### config.mk
export PLATFORM = sky130hd
export DESIGN_NAME = mem_access_stage_flat
export DESIGN_NICKNAME = d
export VERILOG_FILES = /design/src/rtl/mem_access_stage_if.sv /design/src/rtl/mem_access_stage.sv /design/src/flat_wrapper.sv
export SDC_FILE = /design/constraint.sdc
export NUM_CORES = 1
export LEC_CHECK = 0
export CAP_MARGIN = 20
export CORE_AREA = 3 3 139 141
export DETAILED_ROUTE_END_ITERATION = 10
export DIE_AREA = 0 0 142 144
export GPL_TIMING_DRIVEN = 0
export PLACE_DENSITY = 0.92
export SETUP_SLACK_MARGIN = 0.3
export SYNTH_ARGS = -nofsm -noshare
export SYNTH_HDL_FRONTEND = slang
export SYNTH_SLANG_ARGS = --single-unit
export TNS_END_PERCENT = 1
### constraint.sdc
create_clock -name clk -period 4.84 [get_ports clk]
set_input_delay 0.968 -clock clk [delete_from_list [all_inputs] [get_ports clk]]
set_output_delay 0.968 -clock clk [all_outputs]
set_load 0.01 [all_outputs]
### src/rtl/mem_access_stage_if.sv
// Data-memory port of the MEM stage: request/ack handshake with byte enables.
interface mem_access_stage_if;
  logic        mem_req;
  logic        mem_we;
  logic [31:0] mem_addr;
  logic [31:0] mem_wdata;
  logic [3:0]  mem_be;
  logic [31:0] mem_rdata;
  logic        mem_ack;

  modport master (
    output mem_req, mem_we, mem_addr, mem_wdata, mem_be,
    input  mem_rdata, mem_ack
  );

  modport slave (
    input  mem_req, mem_we, mem_addr, mem_wdata, mem_be,
    output mem_rdata, mem_ack
  );
endinterface

### src/rtl/mem_access_stage.sv
// MEM pipeline stage: ALU pass-through in one cycle, loads/stores through a
// req/ack data-memory port with alignment checking, extension and timeout abort.
module mem_access_stage #(
  parameter int unsigned TIMEOUT_CYC = 16
) (
  input  logic        clk,
  input  logic        rst,
  input  logic        in_valid,
  input  logic [31:0] in_alu_result,
  input  logic [31:0] in_store_data,
  input  logic [31:0] in_rd_wb,
  input  logic [31:0] in_branch_res,
  input  logic        in_wrenable,
  input  logic        in_mem_read,
  input  logic        in_mem_write,
  input  logic [1:0]  in_size,
  input  logic        in_sign_ext,
  mem_access_stage_if.master mem,
  output logic        stall,
  output logic        out_valid,
  output logic [31:0] result,
  output logic [31:0] rd_wb,
  output logic [31:0] branch_result,
  output logic        wrenable,
  output logic        mem_err
);

  localparam int unsigned CW = $clog2(TIMEOUT_CYC);
  localparam logic [CW-1:0] LAST = CW'(TIMEOUT_CYC - 1);

  typedef enum logic {IDLE, WAIT} state_e;

  state_e          state_q, state_d;
  logic [CW-1:0]   cnt_q, cnt_d;
  logic [31:0]     addr_q, addr_d;
  logic [31:0]     wdata_q, wdata_d;
  logic [3:0]      be_q, be_d;
  logic            we_q, we_d;
  logic [1:0]      size_q, size_d;
  logic            sign_q, sign_d;
  logic            wren_lat_q, wren_lat_d;
  logic [31:0]     result_q, result_d;
  logic [31:0]     rd_q, rd_d;
  logic [31:0]     br_q, br_d;
  logic            wren_q, wren_d;
  logic            valid_q, valid_d;
  logic            err_q, err_d;

  logic            is_mem;
  logic            aligned;
  logic [3:0]      be_new;
  logic [31:0]     wdata_new;
  logic [31:0]     lane;
  logic [31:0]     load_val;
  logic            busy;

  assign is_mem = in_mem_read | in_mem_write;
  assign busy   = (state_q == WAIT);

  always_comb begin
    unique case (in_size)
      2'b00: begin
        aligned   = 1'b1;
        be_new    = 4'b0001 << in_alu_result[1:0];
        wdata_new = {4{in_store_data[7:0]}};
      end
      2'b01: begin
        aligned   = ~in_alu_result[0];
        be_new    = 4'b0011 << in_alu_result[1:0];
        wdata_new = {2{in_store_data[15:0]}};
      end
      default: begin
        aligned   = (in_alu_result[1:0] == 2'b00);
        be_new    = 4'b1111;
        wdata_new = in_store_data;
      end
    endcase
  end

  // Selected lane is shifted down to bit 0 before extension.
  always_comb begin
    lane = mem.mem_rdata >> {addr_q[1:0], 3'b000};
    unique case (size_q)
      2'b00:   load_val = {{24{sign_q & lane[7]}}, lane[7:0]};
      2'b01:   load_val = {{16{sign_q & lane[15]}}, lane[15:0]};
      default: load_val = mem.mem_rdata;
    endcase
  end

  always_comb begin
    state_d    = state_q;
    cnt_d      = cnt_q;
    addr_d     = addr_q;
    wdata_d    = wdata_q;
    be_d       = be_q;
    we_d       = we_q;
    size_d     = size_q;
    sign_d     = sign_q;
    wren_lat_d = wren_lat_q;
    result_d   = result_q;
    rd_d       = rd_q;
    br_d       = br_q;
    wren_d     = wren_q;
    valid_d    = valid_q;
    err_d      = 1'b0;

    unique case (state_q)
      IDLE: begin
        cnt_d = '0;
        if (!in_valid) begin
          valid_d = 1'b0;
          wren_d  = 1'b0;
        end else begin
          rd_d = in_rd_wb;
          br_d = in_branch_res;
          if (!is_mem) begin
            result_d = in_alu_result;
            wren_d   = in_wrenable;
            valid_d  = 1'b1;
          end else if (!aligned) begin
            result_d = in_alu_result;
            wren_d   = 1'b0;
            valid_d  = 1'b1;
            err_d    = 1'b1;
          end else begin
            // Read wins when both read and write are flagged.
            addr_d     = in_alu_result;
            wdata_d    = wdata_new;
            be_d       = be_new;
            we_d       = in_mem_write & ~in_mem_read;
            size_d     = in_size;
            sign_d     = in_sign_ext;
            wren_lat_d = in_wrenable;
            valid_d    = 1'b0;
            wren_d     = 1'b0;
            state_d    = WAIT;
          end
        end
      end
      WAIT: begin
        if (mem.mem_ack) begin
          state_d  = IDLE;
          valid_d  = 1'b1;
          wren_d   = we_q ? 1'b0 : wren_lat_q;
          result_d = we_q ? addr_q : load_val;
        end else if (cnt_q == LAST) begin
          state_d  = IDLE;
          valid_d  = 1'b1;
          wren_d   = 1'b0;
          err_d    = 1'b1;
          result_d = '0;
        end else begin
          cnt_d   = cnt_q + 1'b1;
          valid_d = 1'b0;
        end
      end
      default: state_d = IDLE;
    endcase
  end

  always_ff @(posedge clk) begin
    if (rst) begin
      state_q    <= IDLE;
      cnt_q      <= '0;
      addr_q     <= '0;
      wdata_q    <= '0;
      be_q       <= '0;
      we_q       <= 1'b0;
      size_q     <= '0;
      sign_q     <= 1'b0;
      wren_lat_q <= 1'b0;
      result_q   <= '0;
      rd_q       <= '0;
      br_q       <= '0;
      wren_q     <= 1'b0;
      valid_q    <= 1'b0;
      err_q      <= 1'b0;
    end else begin
      state_q    <= state_d;
      cnt_q      <= cnt_d;
      addr_q     <= addr_d;
      wdata_q    <= wdata_d;
      be_q       <= be_d;
      we_q       <= we_d;
      size_q     <= size_d;
      sign_q     <= sign_d;
      wren_lat_q <= wren_lat_d;
      result_q   <= result_d;
      rd_q       <= rd_d;
      br_q       <= br_d;
      wren_q     <= wren_d;
      valid_q    <= valid_d;
      err_q      <= err_d;
    end
  end

  assign mem.mem_req   = busy;
  assign mem.mem_we    = busy & we_q;
  assign mem.mem_addr  = busy ? {addr_q[31:2], 2'b00} : '0;
  assign mem.mem_wdata = busy ? wdata_q : '0;
  assign mem.mem_be    = busy ? be_q : '0;

  assign stall         = busy;
  assign out_valid     = valid_q;
  assign result        = result_q;
  assign rd_wb         = rd_q;
  assign branch_result = br_q;
  assign wrenable      = wren_q;
  assign mem_err       = err_q;

endmodule

### src/flat_wrapper.sv
// flat-port wrapper written by rule: the top's interface ports become plain ports
module mem_access_stage_flat 
#(
  parameter int unsigned TIMEOUT_CYC = 16
)
  (clk, rst, in_valid, in_alu_result, in_store_data, in_rd_wb, in_branch_res, in_wrenable, in_mem_read, in_mem_write, in_size, in_sign_ext, stall, out_valid, result, rd_wb, branch_result, wrenable, mem_err, mem_mem_req, mem_mem_we, mem_mem_addr, mem_mem_wdata, mem_mem_be, mem_mem_rdata, mem_mem_ack);
  mem_access_stage_if mem_i ();
  input  logic clk;
  input  logic rst;
  input  logic in_valid;
  input  logic [31:0] in_alu_result;
  input  logic [31:0] in_store_data;
  input  logic [31:0] in_rd_wb;
  input  logic [31:0] in_branch_res;
  input  logic in_wrenable;
  input  logic in_mem_read;
  input  logic in_mem_write;
  input  logic [1:0] in_size;
  input  logic in_sign_ext;
  output logic stall;
  output logic out_valid;
  output logic [31:0] result;
  output logic [31:0] rd_wb;
  output logic [31:0] branch_result;
  output logic wrenable;
  output logic mem_err;
  output wire logic [$bits(mem_i.mem_req)-1:0] mem_mem_req;
  output wire logic [$bits(mem_i.mem_we)-1:0] mem_mem_we;
  output wire logic [$bits(mem_i.mem_addr)-1:0] mem_mem_addr;
  output wire logic [$bits(mem_i.mem_wdata)-1:0] mem_mem_wdata;
  output wire logic [$bits(mem_i.mem_be)-1:0] mem_mem_be;
  input wire logic [$bits(mem_i.mem_rdata)-1:0] mem_mem_rdata;
  input wire logic [$bits(mem_i.mem_ack)-1:0] mem_mem_ack;
  assign mem_mem_req = mem_i.mem_req;
  assign mem_mem_we = mem_i.mem_we;
  assign mem_mem_addr = mem_i.mem_addr;
  assign mem_mem_wdata = mem_i.mem_wdata;
  assign mem_mem_be = mem_i.mem_be;
  assign mem_i.mem_rdata = mem_mem_rdata;
  assign mem_i.mem_ack = mem_mem_ack;
  mem_access_stage #(.TIMEOUT_CYC(TIMEOUT_CYC)) u_core (.clk(clk), .rst(rst), .in_valid(in_valid), .in_alu_result(in_alu_result), .in_store_data(in_store_data), .in_rd_wb(in_rd_wb), .in_branch_res(in_branch_res), .in_wrenable(in_wrenable), .in_mem_read(in_mem_read), .in_mem_write(in_mem_write), .in_size(in_size), .in_sign_ext(in_sign_ext), .mem(mem_i), .stall(stall), .out_valid(out_valid), .result(result), .rd_wb(rd_wb), .branch_result(branch_result), .wrenable(wrenable), .mem_err(mem_err));
endmodule
; ---- Word-level counts from Yosys, hierarchy flattened
; Index checks and enable logic that the tools add are counted.
[totals]
regBits = 177
latchBits = 0
mem_bits_rw = 0
romBits = 0
in_bits = 170
output_inout_bits = 170
elab_cells = 81
mem_count = 0
[classes]
add_sub_neg = 1
multipliers = 0
div = 0
n_lt_le_gt_ge = 0
eq_ne = 8
shifts = 3
muxes = 39
bitwise_logic = 8
reduce_logical = 7
[op_table]
columns = op, n
row1 = two-way mux 32 bit, 8
row2 = case mux 32 bit (2 select lines), 3
row3 = right shift 32 x 5 -> 16 bit, 1
row4 = two-way mux 1 bit, 18
row5 = case mux 4 bit (2 select lines), 2
row6 = two-way mux 4 bit, 3
row7 = case mux 1 bit (2 select lines), 5
row8 = zero test 2 bit, 3
row9 = != test 2 bit (second input constant), 3
row10 = != test 3 bit (second input constant), 2
row11 = adder 4 x 1 -> 4 bit (second input constant), 1
row12 = AND 1 bit, 4
row13 = == test 2 x 1 -> 1 bit (second input constant), 2
row14 = == test 4 bit (second input constant), 1
row15 = AND reduction 2 bit, 2
row16 = AND reduction 4 bit, 1
row17 = << shifter 1 x 2 -> 4 bit (first input constant), 1
row18 = << shifter 2 x 2 -> 4 bit (first input constant), 1
row19 = inverter 1 bit, 3
row20 = AND reduction 3 bit, 1
row21 = bitwise OR 1 bit, 1

; ---- Depth between registers and ports, before layout
; Gate-level depths: netlist (run 1).
[logic_depth]
word_depth = 6
depth_mapped = 8

; ---- Least setup slack after synthesis (run 1)
; Ideal clock, no wire load.
[synth_timing]
path_kind = register to output
startpoint = register u_core.state_q, in the netlist u_core.mem.mem_req
endpoint = output port mem_mem_addr[10]
t_arrival_ps = 1504
required_ps = 3872
setup_slack_ps = 2368
path_stages_with_launch = 6
path_buffers = 4
cell_sequence = dfxtp_1 clkbuf_2 clkbuf_1 clkbuf_1 clkbuf_1 and2_1
[synth_between]
elab_chain_len = 1
[synth_lines]
columns = element, line
row1 = start: declaration, mem_access_stage.sv:33  ; state_e state_q, state_d;
row2 = start signal: assignment, mem_access_stage.sv:179  ; state_q <= state_d;
row3 = two-way mux 32 bit, mem_access_stage.sv:199  ; assign mem.mem_addr = busy ? {addr_q[31:2], 2'b00} : '0;
row4 = end: declaration, flat_wrapper.sv:29  ; output wire logic [$bits(mem_i.mem_addr)-1:0] mem_mem_addr;
; No other way between the ends.

; ---- Worst setup path in the final report (run 1)
[layout_timing]
startpoint = register u_core.state_q, in the netlist u_core.mem.mem_req
endpoint = output port mem_mem_addr[7]
; The elaborated chain is that of the path after synthesis.

==> results of run 1 <==
[synthesized netlist by cell type, types with 2 or more instances]
library cell	n	area share
a211o_1	9	0.0091
a211oi_1	16	0.014
a21boi_0	16	0.014
a21o_1	2	0.0017
a21oi_1	129	0.074
a221o_1	7	0.0081
a222oi_1	6	0.0069
a22oi_1	3	0.0026
a311oi_1	15	0.015
a31oi_1	11	0.0079
and2_1	68	0.049
buf_1	7	0.0030
buf_2	30	0.017
buf_4	3	0.0026
buf_6	2	0.0026
clkbuf_1	65	0.028
dfxtp_1	177	0.41
inv_1	26	0.011
mux2_2	6	0.0078
mux2i_1	12	0.014
mux4_2	2	0.0052
nand2_1	261	0.11
nand2b_1	18	0.013
nand3_1	5	0.0029
nand3b_1	18	0.016
nand4_1	11	0.0079
nor2_1	33	0.014
nor2b_1	13	0.0093
nor3_1	32	0.018
o211a_1	3	0.0035
o211ai_1	17	0.015
o21a_1	2	0.0017
o21ai_0	26	0.015
o221ai_1	8	0.0081
o22ai_1	22	0.016
o2bb2ai_1	2	0.0020
o41ai_1	13	0.013
or2_2	3	0.0022
xor2_1	2	0.0020
[worst max-delay path: cells and delay by family (launching register included)]
family	cells	cell delay, ns
buf+inv	5	2.11
flops	1	0.44
simple gates	1	0.24
[state kept, by name, summed over array words and instances (netlist names), 2 cells and up]
| signal | cells |
|---|---|
| u_core.be_q | 4 |
| u_core.size_q | 2 |
| u_core.addr_q | 32 |
| u_core.wdata_q | 32 |
| u_core.cnt_q | 4 |
| u_core.result | 32 |
| u_core.branch_result | 32 |
| u_core.rd_wb | 32 |
[kinds of logic after synthesis]
family                     after synthesis  share of synthesized area
buffers and inverters                  134                     0.0653
xor gates and xnor gates                 3                    0.00302
and+or+nand+nor                        467                      0.250
muxes                                   20                     0.0268
other                                    1                   0.000431
AOI/OAI and AO/OA                      318                      0.245
DFF                                    177                      0.407
adders and majority gates                1                    0.00144
[per-layer routing]
layer  GRT usage  vias to the layer above
li1            -                     4618
met1       0.373                     4639
met2       0.561                      610
met3      0.0840                      102
met4       0.130                        0
met5           0                        -
[power by group through the flow]
stage | Combinational, mW | Sequential (mW) | Clock (mW)
3_5_place_dp | 0.742 | 1.64 | 0
4_1_cts | 0.745 | 1.61 | 1.37
6_report | 0.754 | 1.61 | 1.37
2_1_floorplan | 0.319 | 1.65 | 0
5_1_grt | 0.807 | 1.62 | 1.43
3_3_place_gp | 0.728 | 1.63 | 0
[through the flow]
| stage | area [um2] | setup WS (ns) | util | power [mW] |
|---|---|---|---|---|
| 2_1_floorplan | 8700 | 2.37 | - | 1.97 |
| 3_3_place_gp | 12300 | 0.970 | 0.682 | 2.36 |
| 3_5_place_dp | 12300 | 0.926 | 0.682 | 2.38 |
| 4_1_cts | 12900 | 0.463 | 0.714 | 3.72 |
| 5_1_grt | 12900 | 0.533 | 0.714 | 3.85 |
| 6_report | 12900 | 0.647 | 0.714 | 3.73 |
[final timing paths]
kind         depth (start not counted)            endpoint                from
min reg2reg                          2  u_core.wdata_q[31]  u_core.wdata_q[31]
min                                  2  u_core.wdata_q[31]  u_core.wdata_q[31]
max                                  6     mem_mem_addr[7]  u_core.mem.mem_req
max reg2reg                          7    u_core.result[6]  u_core.mem.mem_req
[what timing repair did]
action / 4_1_cts / 5_1_grt
setup endpoints to repair: 0 / 1
resized for setup: 0 / 2
hold endpoints to repair: 0 / 0
[final cells by class]
class | instances | area share
flip-flops and latches | 177 | 0.274
repair buffers | 335 | 0.260
multi-input cells | 811 | 0.356
clock buffers | 17 | 0.0329
well taps | 229 | 0.0222
inverters | 26 | 0.00756
plain buffers | 108 | 0.0365
clock inverters | 14 | 0.0113
==> results_dict.tcl, run 1 <==
set metrics [dict create \
    die_h_um 144 \
    globalplace.congestion 1.03 \
    route.top_layer_used "met4" \
    clk_latency_ns 0.43 \
    combPwrFrac 0.202 \
    ant_nets 0 \
    m1WireLength_um 12300 \
    drive_gt1_frac 0.0605 \
    cts_inserted_buffers 17 \
    wire_per_inst_um 19.7 \
    netlist_area_mm2 0.00870 \
    setup_viol 0 \
    drv_cap 0 \
    min_period_ns 4.19 \
    final_nets 1647 \
    reg2reg_setup_slack_ns 2.56 \
    cts_hold_buffers 0 \
    hp-class "reg2reg" \
    hold_viol_final 0 \
    nFillCells 1430 \
    drt_iter0_markers 920 \
    setup_tns_ns 0 \
    overflow 0 \
    synth_cell_types 59 \
    routed_wl_um 33900 \
    routed-via-count 9969 \
    met2WireLength_um 16600 \
    via_per_inst 5.81 \
    final_common_cell "clkdlybuf4s50_1" \
    clock_skew_ns 0.0133 \
    fin_cells 1717 \
    layout_common_cells "335 x clkdlybuf4s50_1, 261 x nand2_1, 177 x dfxtp_1, 129 x a21oi_1, 68 x and2_1" \
    synth_seq_cells 177 \
    die-area_mm2 0.0204 \
    pin_count 340 \
    yosysWarnings 0 \
    crit_path_end_kind "primary output" \
    ir_drop_uv 231 \
    rows 49 \
    crit_required_ns 3.87 \
    cts_tree "built" \
    antenna_found_initial 0 \
    initial_core_util 0.481 \
    switching_power_mw 1.08 \
    antenna_cells 0 \
    cp.arrival_ns 3.23 \
    slew_headroom 0.491 \
    path_clk_slew_ns 0.07 \
    powerDensity_mw_per_mm2 289 \
    crit_path_cell_trace "clkbuf_2 > clkbuf_1 > clkbuf_2 > clkbuf_1 > and2_1 > clkdlybuf4s50_1" \
    slowest_delay_ns 0.57 \
    dieWidth_um 142 \
    cts_buffer_depth 2 \
    synthArstFlopShare 0 \
    multi_input_area_mm2 0.00459 \
    finalCritPeriodShare 0.866 \
    worst_path_max_delay_cell "clkdlybuf4s50_1" \
    rsz0062_at_grt "false" \
    numPortBuffers 335 \
    grt_max_degree 18 \
    post-cts-setup-buffer-count 0 \
    netlist_instances 1121 \
    pwr-share-seq 0.431 \
    drcViolationCount 0 \
    grt_pass1_vias 9661 \
    crit_path_start_kind "flop" \
    clkSinkCount 177 \
    outcome "finished clean" \
    wl_met3_um 3630 \
    track_usage 0.320 \
    fmax_mhz 238 \
    p_leak_nw 4.65 \
    p_int_mw 2.64 \
    avgSynthCellArea_um2 7.76 \
    p_sw_frac 0.291 \
    seq_area_frac_synth 0.407 \
    area_growth_pct 48.5 \
    crit_fanout 10 \
    core_region_area_mm2 0.0181 \
    synthFlopType "dfxtp_1" \
    drtPass1Iterations 6 \
    power_frac_clock 0.367 \
    worstSetupPathType "reg2out" \
    tightestPinTransition_ns 0.761 \
    slew_violations 0 \
    hold-worst-slack_ns 0.450 \
    cts_htree_levels 4 \
    grt_pass1_wl_um 51600 \
    root_buffer "clkbuf_16" \
    seq_area_mm2 0.00354 \
    dp_hpwl_um 26500 \
    dp.cells 1686 \
    synth_edf_count 0 \
]
No activity file was read; power rests on OpenSTA's default activity.
==> inputs of run 2 (changes only) <==
- PLACE_DENSITY: 0.92 -> 0.83
- RECOVER_POWER: unset -> 25
==> run 2 against run 1 <==
  * Fmax down 5.9%
  * Cell count stayed put
  * Setup slack worse by 0.26 ns
  * Combinational power fell by 2%
  * Total power increased by 0.85%
  * Sequential cell count is the same
  * Register-to-register slack got worse by 0.19 ns
==> results_dict.tcl, run 2 (synthesized netlist as in run 1, its figures left out) <==
set metrics [dict create \
    crit_required_ns 3.87 \
    cts_inserted_buffers 17 \
    p_leak_nw 4.86 \
    rows 49 \
    pin_count 340 \
    core_region_area_mm2 0.0181 \
    initial_core_util 0.481 \
    worstSetupPathType "reg2out" \
    slew_violations 0 \
    reg2reg_setup_slack_ns 2.37 \
    post-cts-setup-buffer-count 0 \
    final_common_cell "nand2_1" \
    cts_tree "built" \
    min_period_ns 4.46 \
    drive_gt1_frac 0.0585 \
    antenna_cells 0 \
    ir_drop_uv 260 \
    drt_iter0_markers 928 \
    multi_input_area_mm2 0.00459 \
    area_growth_pct 48.6 \
    holdCritStartpoint "u_core.wdata_q[1]" \
    rsz0062_at_grt "false" \
    critPathBufInv 5 \
    clock_skew_ns 0.00800 \
    setup_viol 0 \
    rr_worst_depth 6 \
    rr_startpoint "u_core.mem.mem_req" \
    via_per_inst 5.79 \
    crit_path_start_kind "flop" \
    drcViolationCount 0 \
    wire_per_inst_um 19.8 \
    pwr-share-seq 0.427 \
    combPwrFrac 0.196 \
    worst_path_max_delay_cell "clkbuf_1" \
    cts_buffer_depth 2 \
    holdPathStages 2 \
    setup_tns_ns 0 \
    routed_wl_um 34000 \
    grt_max_degree 17 \
    outcome "finished clean" \
    drv_cap 0 \
    p_int_mw 2.69 \
    root_buffer "clkbuf_16" \
    track_usage 0.316 \
    seq_area_mm2 0.00354 \
    die_h_um 144 \
    crit_fanout 10 \
    nFillCells 1504 \
    final_util 0.715 \
    antenna_found_initial 1 \
    timing.rr.end "u_core.cnt_q[2]" \
    ctsResizeCount 0 \
    hold_viol_final 0 \
    crit_path_end_kind "primary output" \
    slew_headroom 0.290 \
    final_nets 1647 \
    crit_path_cell_trace "clkbuf_2 > clkbuf_1 > clkbuf_1 > clkbuf_1 > and2_1 > clkdlybuf4s50_1" \
    routed-via-count 9944 \
    cp.arrival_ns 3.49 \
    powerDensity_mw_per_mm2 291 \
    finalCritPeriodShare 0.921 \
    grt_pass1_wl_um 50800 \
    cp_common_cell "clkbuf_1" \
    layout_common_cells "261 x nand2_1, 255 x clkdlybuf4s50_1, 177 x dfxtp_1, 129 x a21oi_1, 80 x dlygate4sd3_1" \
    drtPass1Iterations 8 \
    dieWidth_um 142 \
    path_delay_family "buffers and inverters" \
    tightestPinTransition_ns 1.06 \
    die-area_mm2 0.0204 \
    overflow 0 \
    worst_hold_path.endpoint "u_core.wdata_q[1]" \
    numPortBuffers 335 \
    ant_nets 0 \
    dp_hpwl_um 26500 \
    fmax_mhz 224 \
    clk_latency_ns 0.43 \
    cts_htree_levels 4 \
    path_clk_slew_ns 0.07 \
    p_sw_frac 0.285 \
    globalplace.congestion 0.990 \
    cts_hold_buffers 0 \
    clkSinkCount 177 \
    hp-class "reg2reg" \
    hold-worst-slack_ns 0.449 \
    switching_power_mw 1.07 \
    slowest_delay_ns 0.64 \
    power_frac_clock 0.377 \
    grt_pass1_vias 9383 \
]
[run 2: changes by cell type in the layout (fill, tap and decap cells not counted), moves of 2 or more]
cell | previous run | this run
clkdlybuf4s50_1 | 335 | 255
clkbuf_1 | 64 | 66
inv_6 | 6 | 4
dlygate4sd3_1 | 0 | 80
[run 2: stage by stage]
stage | cells | total power, mW | setup WS [ns] | instance area, um2
after CTS | 1717 | 3.77 | 0.486 | 12900
after global placement | 1686 | 2.37 | 0.975 | 12300
final | 1717 | 3.76 | 0.382 | 12900
after floorplan | 1122 | 1.97 | 2.37 | 8700
after global routing | 1717 | 3.87 | 0.309 | 12900
after detailed placement | 1686 | 2.38 | 0.945 | 12300
[run 2: tightest hold or removal path: stages, from the launching register on]
cell	delay, ns
dfxtp_1	0.31
nand2_1	0.05
a21oi_1	0.05
[run 2: routing by layer]
metal,track usage,up-vias,part of all wire
li1,-,4611,-
met1,0.369,4601,0.37
met2,0.537,609,0.47
met3,0.0876,121,0.11
met4,0.153,2,0.048
met5,0,-,0.00044
[run 2: worst max path at each step]
| stage | startpoint | to | depth (start not counted) |
|---|---|---|---|
| final | u_core.mem.mem_req | mem_mem_wdata[30] | 6 |
| after global routing | u_core.mem.mem_req | mem_mem_wdata[30] | 6 |
| after CTS | u_core.mem.mem_req | mem_mem_wdata[30] | 6 |
| after detailed placement | u_core.mem.mem_req | mem_mem_wdata[30] | 6 |
| after global placement | u_core.mem.mem_req | mem_mem_addr[16] | 6 |
| after floorplan | u_core.mem.mem_req | mem_mem_addr[10] | 5 |
[run 2: final cells by class]
type / instances / area share
multi-input cells: 811 / 0.355
flip-flops and latches: 177 / 0.274
repair buffers: 335 / 0.259
plain buffers: 108 / 0.0364
clock buffers: 19 / 0.0343
well taps: 229 / 0.0222
clock inverters: 12 / 0.0114
inverters: 26 / 0.00755
[run 2: power groups by stage]
stage | clock (mW) | combinational, mW | sequential, mW
floorplan | 0 | 0.319 | 1.65
global placement | 0 | 0.731 | 1.63
detailed placement | 0 | 0.741 | 1.64
CTS | 1.42 | 0.745 | 1.61
global route | 1.47 | 0.789 | 1.61
finish | 1.42 | 0.737 | 1.60
==> inputs of run 3 (changes only) <==
- CAP_MARGIN: 20 -> 15
==> results of run 3 <==
The final DEF is identical to that of run 2; final timing and power are the same.
